File: config.mk
export PLATFORM = sky130hd
export DESIGN_NAME = pwm_multi
export DESIGN_NICKNAME = d
export VERILOG_FILES = /design/src/rtl/pwm_pkg.sv /design/src/rtl/pwm_channel.sv /design/src/rtl/pwm_multi.sv
export SDC_FILE = /design/constraint.sdc
export NUM_CORES = 1
export LEC_CHECK = 0
export BUFFER_PORTS_ARGS = -buffer_cell sky130_fd_sc_hd__buf_2
export CORE_MARGIN = 2
export CORE_UTILIZATION = 50
export DETAILED_ROUTE_END_ITERATION = 16
export GPL_ROUTABILITY_DRIVEN = 0
export PLACE_DENSITY = 0.73
export SLEW_MARGIN = 20
export SYNTH_ARGS = -nofsm -noshare
export SYNTH_HDL_FRONTEND = slang
export SYNTH_SLANG_ARGS = --single-unit
File: constraint.sdc
create_clock -name clock -period 1.8 [get_ports clock]
set_input_delay 0 -clock clock [delete_from_list [all_inputs] [get_ports clock]]
set_output_delay 0 -clock clock [all_outputs]
set_load 0.01 [all_outputs]
File: src/rtl/pwm_pkg.sv
// Shared types, constants and the amplitude-to-duty conversion for the multi-channel PWM.
package pwm_pkg;
  localparam int PWM_AMP_W = 8;
  localparam int PWM_CNT_W = 4;
  localparam int PHASE_MAX = (1 << PWM_CNT_W) - 1;

  typedef logic [PWM_CNT_W:0] duty_t;
  typedef logic [PWM_AMP_W+PWM_CNT_W:0] prod_t;

  // Offset-binary rescale of a signed amplitude onto 0..2^CNT_W, rounded to nearest.
  function automatic duty_t amp_to_duty(input logic [PWM_AMP_W-1:0] amp);
    logic [PWM_AMP_W-1:0] u;
    prod_t prod;
    u = amp ^ {1'b1, {(PWM_AMP_W-1){1'b0}}};
    prod = (prod_t'(u) << PWM_CNT_W) + (prod_t'(1) << (PWM_AMP_W - 1));
    return duty_t'(prod >> PWM_AMP_W);
  endfunction
endpackage

File: src/rtl/pwm_channel.sv
// One PWM output: active duty register, phase compare and the polarity-adjusted output register.
module pwm_channel
  import pwm_pkg::*;
#(
  parameter int   CNT_W = PWM_CNT_W,
  parameter logic POL   = 1'b1
) (
  input  logic             clock,
  input  logic             reset,
  input  logic             enable,
  input  logic             load,
  input  duty_t            load_duty,
  input  logic [CNT_W-1:0] phase,
  output logic             pwm_out
);

  duty_t active;

  always_ff @(posedge clock or posedge reset) begin
    if (reset) begin
      active <= '0;
    end else if (load) begin
      active <= load_duty;
    end
  end

  // Duty 0 never satisfies the compare and full-scale duty always does, giving constant levels.
  always_ff @(posedge clock or posedge reset) begin
    if (reset) begin
      pwm_out <= ~POL;
    end else if (!enable) begin
      pwm_out <= ~POL;
    end else begin
      pwm_out <= (duty_t'(phase) < active) ~^ POL;
    end
  end

endmodule

File: src/rtl/pwm_multi.sv
// Multi-channel PWM with double-buffered sample intake, period strobe, underrun flag and slow tick.
// AMP_W and CNT_W must match the package widths, since duty_t is fixed there.
module pwm_multi
  import pwm_pkg::*;
#(
  parameter int                  CHANNELS = 4,
  parameter int                  AMP_W    = PWM_AMP_W,
  parameter int                  CNT_W    = PWM_CNT_W,
  parameter int                  TICK_DIV = 50000,
  parameter logic [CHANNELS-1:0] POLARITY = {CHANNELS{1'b1}}
) (
  input  logic                      clock,
  input  logic                      reset,
  input  logic                      enable,
  input  logic                      in_valid,
  output logic                      in_ready,
  input  logic [CHANNELS*AMP_W-1:0] in_amp,
  output logic [CHANNELS-1:0]       pwm_out,
  output logic                      period_start,
  output logic                      underrun,
  output logic                      tick_out
);

  localparam int TICK_W = $clog2(TICK_DIV + 1);

  logic [CNT_W-1:0]  phase;
  logic              shadow_full;
  logic              underrun_pend;
  duty_t             shadow [CHANNELS];
  logic [TICK_W-1:0] tick_cnt;
  logic              boundary;
  logic              transfer;
  logic              load;

  assign in_ready = ~shadow_full;
  assign transfer = in_valid && in_ready;
  assign boundary = enable && (phase == CNT_W'(PHASE_MAX));
  assign load     = boundary && shadow_full;

  always_ff @(posedge clock or posedge reset) begin
    if (reset) begin
      phase <= '0;
    end else if (!enable) begin
      phase <= '0;
    end else begin
      phase <= phase + 1'b1;
    end
  end

  // Transfer and load never coincide: a transfer needs an empty shadow, a load a full one.
  always_ff @(posedge clock or posedge reset) begin
    if (reset) begin
      shadow_full <= 1'b0;
      for (int c = 0; c < CHANNELS; c++) shadow[c] <= '0;
    end else begin
      if (load) begin
        shadow_full <= 1'b0;
      end else if (transfer) begin
        shadow_full <= 1'b1;
      end
      if (transfer) begin
        for (int c = 0; c < CHANNELS; c++) shadow[c] <= amp_to_duty(in_amp[c*AMP_W +: AMP_W]);
      end
    end
  end

  // An empty-shadow boundary is remembered until the first enabled phase-0 cycle so that
  // underrun lines up with period_start even if enable drops right after the boundary.
  always_ff @(posedge clock or posedge reset) begin
    if (reset) begin
      period_start  <= 1'b0;
      underrun      <= 1'b0;
      underrun_pend <= 1'b0;
    end else begin
      period_start <= (phase == '0) && enable;
      underrun     <= underrun_pend && (phase == '0) && enable;
      if (boundary && !shadow_full) begin
        underrun_pend <= 1'b1;
      end else if ((phase == '0) && enable) begin
        underrun_pend <= 1'b0;
      end
    end
  end

  always_ff @(posedge clock or posedge reset) begin
    if (reset) begin
      tick_cnt <= '0;
      tick_out <= 1'b0;
    end else if (boundary) begin
      if (tick_cnt == TICK_W'(TICK_DIV - 1)) begin
        tick_cnt <= '0;
        tick_out <= ~tick_out;
      end else begin
        tick_cnt <= tick_cnt + 1'b1;
      end
    end
  end

  for (genvar c = 0; c < CHANNELS; c++) begin : g_chan
    pwm_channel #(
      .CNT_W (CNT_W),
      .POL   (POLARITY[c])
    ) u_chan (
      .clock     (clock),
      .reset     (reset),
      .enable    (enable),
      .load      (load),
      .load_duty (shadow[c]),
      .phase     (phase),
      .pwm_out   (pwm_out[c])
    );
  end

endmodule

==> run metrics <==
Synth top cells by count=dfrtp_1, nand2_1, inv_1, mux2_2, xnor2_1; Worst Path Required=between 2000 and 2500 ps; GR Overflow Total=0; DRC viols=0; post-synthesis async set-or-reset flop share=1.00; via count=approximately 2,300; synthesized flop and latch total=69; initial antenna violation count=0; Max Cap Viol=0; die span in x=86.5 um; fin nets=~410; largest net degree at the start of global routing=34; Pleak=approximately 2.0 nW; clock transition at the registers of the reported paths=around 70 ps; DR iter-0 viols=79; P&R area growth vs syn=19.1%; Ports=44; DRT Pass-1 Iters=4; port bufs=31; CP endpoint kind=flip-flop; synth warn=0; ys flop type=dfrtp_1; Antenna Cells=0; Fillers=between 500 and 600; Post-synth EDFFs=0; Final Setup Violations=0; measured slew at the worst slew-check pin=between 600 and 700 ps; CTS tree=built; post-synth top area share=0.507; Setup Fix Bufs, Post-CTS=0; share of cells above drive strength 1=0.267; clock sink count=between 60 and 70; Seq/Total Area, Yosys=0.507; min-delay worst type=input port to flip-flop; final hold viol count=0; post-synth top area cell=dfrtp_1; global-route wire length before repair=around 10 mm; Tcrit/Tclk final=0.935; PwrDens=730 mW/mm^2; Post-Synthesis Mean Instance Area=about 11 sq um; Rows=30; core area=between 0.006 and 0.007 sq mm; Initial Util=0.509; H-tree levels=3; Post-Route Skew=6.85 ps; Util after Layout=0.607; crit path kind=flip-flop to flip-flop; status=complete, no violations; Die Ht=just under 90 um; Setup TNS=0 ps; synth unique cells=40; multi-input logic area=roughly 0.0015 sq mm; wire length per cell=approximately 13 um; Total GRT Usage=0.175; maximum fanout along the worst path=27; clk_lat worst skew=340 ps; Die Footprint=about 0.0075 sq mm; vias per std cell=approximately 5.2; Worst setup SP type=flip-flop; min cycle time layout=about 1700 ps; final hold slack=about 15 ps; syn nets=between 300 and 400; max-slew violation count=0; Fmax=594 MHz; top-count cell post-synth=dfrtp_1; Seq. cell area=between 0.0015 and 0.002 sq mm; top post-synthesis cells by area=dfrtp_1, mux2_2, ha_1; synthesized area=0.00340 sq mm; worst path arrival time=1970 ps; worst IR drop on VDD=0.000677 V; DP HPWL=approximately 4.1 mm; RSZ-0062 raised after global routing=false; Synth Instances=roughly 300; Slew HR=0.536; TritonCTS Buffers=9; Clock Tree Buf Depth=2; total power=between 0.002 and 0.003 W; Antenna Nets Post-Route=0; Clock Tree Root=clkbuf_8; WL final=roughly 5.7 mm; vias in the first global route=between 2,000 and 2,500
==> registers in the layout, summed over array words and instances, names as in the netlist <==
name,cells
underrun_pend,1
shadow_full,1
tick_cnt,16
phase,4
underrun,1
period_start,1
tick_out,1
shadow,20
g_chan.u_chan.active,20
g_chan.u_chan.pwm_out,4
==> what timing repair did <==
item | in CTS | in global routing
resized for setup | 0 | 4
hold endpoints to repair | 45 | 0
setup endpoints to repair | 0 | 2
hold buffers | 17 | 0
==> cell families (layout without fill, tap and decap cells) <==
logic type	Yosys count	in the layout	share of synthesized area
xor gates and xnor gates	24	24	0.0618
DFF	69	69	0.507
muxes	24	24	0.0794
buffers and inverters	36	100	0.0507
adders and majority gates	19	19	0.0699
and+or+nand+nor	92	92	0.164
AOI/OAI and AO/OA	35	35	0.0669
==> layout by cell type (no fill, tap or decap), types with 2 or more instances in the layout <==
cell | synthesis | final
dfrtp_1 | 69 | 69
buf_2 | 0 | 31
nand2_1 | 30 | 30
mux2_2 | 24 | 24
inv_1 | 25 | 24
xnor2_1 | 21 | 21
ha_1 | 19 | 19
nand3_1 | 17 | 17
dlygate4sd3_1 | 0 | 17
o21ai_0 | 14 | 14
clkbuf_8 | 0 | 9
nand2b_1 | 8 | 8
buf_4 | 6 | 8
nor2_1 | 7 | 7
a21oi_1 | 5 | 5
and2_1 | 4 | 4
a21o_1 | 4 | 4
o311a_1 | 4 | 4
nand4_1 | 4 | 4
clkinv_2 | 0 | 4
and3_1 | 3 | 3
xor2_1 | 3 | 3
clkinvlp_4 | 0 | 3
nor4b_2 | 2 | 2
nor4_1 | 2 | 2
and4_1 | 2 | 2
nor4_4 | 2 | 2
o41ai_1 | 4 | 2
buf_12 | 0 | 2
==> worst max-delay path, stage by stage (launching register included) <==
cell,delay (ps)
dfrtp_1,420
inv_1,80
nand2_1,60
buf_6,170
o41ai_1,280
dlygate4sd3_1,580
==> metal layers <==
metal	global-route usage	vias up	share of wire
met4	0.0753	0	0.015
met2	0.283	33	0.48
met1	0.220	1111	0.47
met3	0.0476	9	0.034
li1	-	1155	-
met5	0	-	0
==> where the power goes <==
| group | switching, W | leakage [nW] | internal, W |
|---|---|---|---|
| Clock | 0.000576 | 0.0808 | 0.000488 |
| Sequential | 0.0000251 | 0.935 | 0.00160 |
| Combinational | 0.000134 | 1.01 | 0.000135 |
==> through the flow <==
| stage | cell area [sq um] | worst slack (ps) | std cells |
|---|---|---|---|
| 3_5_place_dp | 3690 | 167 | 410 |
| 2_1_floorplan | 3400 | 60.1 | 299 |
| 5_1_grt | 4050 | 23.5 | 443 |
| 6_report | 4050 | 117 | 443 |
| 4_1_cts | 4020 | 54.8 | 443 |
| 3_3_place_gp | 3690 | 175 | 410 |
==> area by class of cell <==
type                            count  area share
Multi-Input combinational cell    194       0.377
Clock inverter                      7      0.0105
Clock buffer                        9      0.0306
Timing Repair Buffer               59       0.108
Inverter                           25      0.0231
Tap cell                           80      0.0247
Sequential cell                    69       0.426
==> final timing paths <==
path	startpoint	end	slack, ps	cells past startpoint
max	shadow_full	shadow[9]	120	5
min	in_amp[4]	shadow[15]	20	3
max reg2reg	shadow_full	shadow[9]	120	5
min reg2reg	tick_out	tick_out	460	1
max in group asynchronous	reset	tick_out	890	4
min in group asynchronous	reset	tick_cnt[3]	310	3
(Power assumes the default switching activity.)
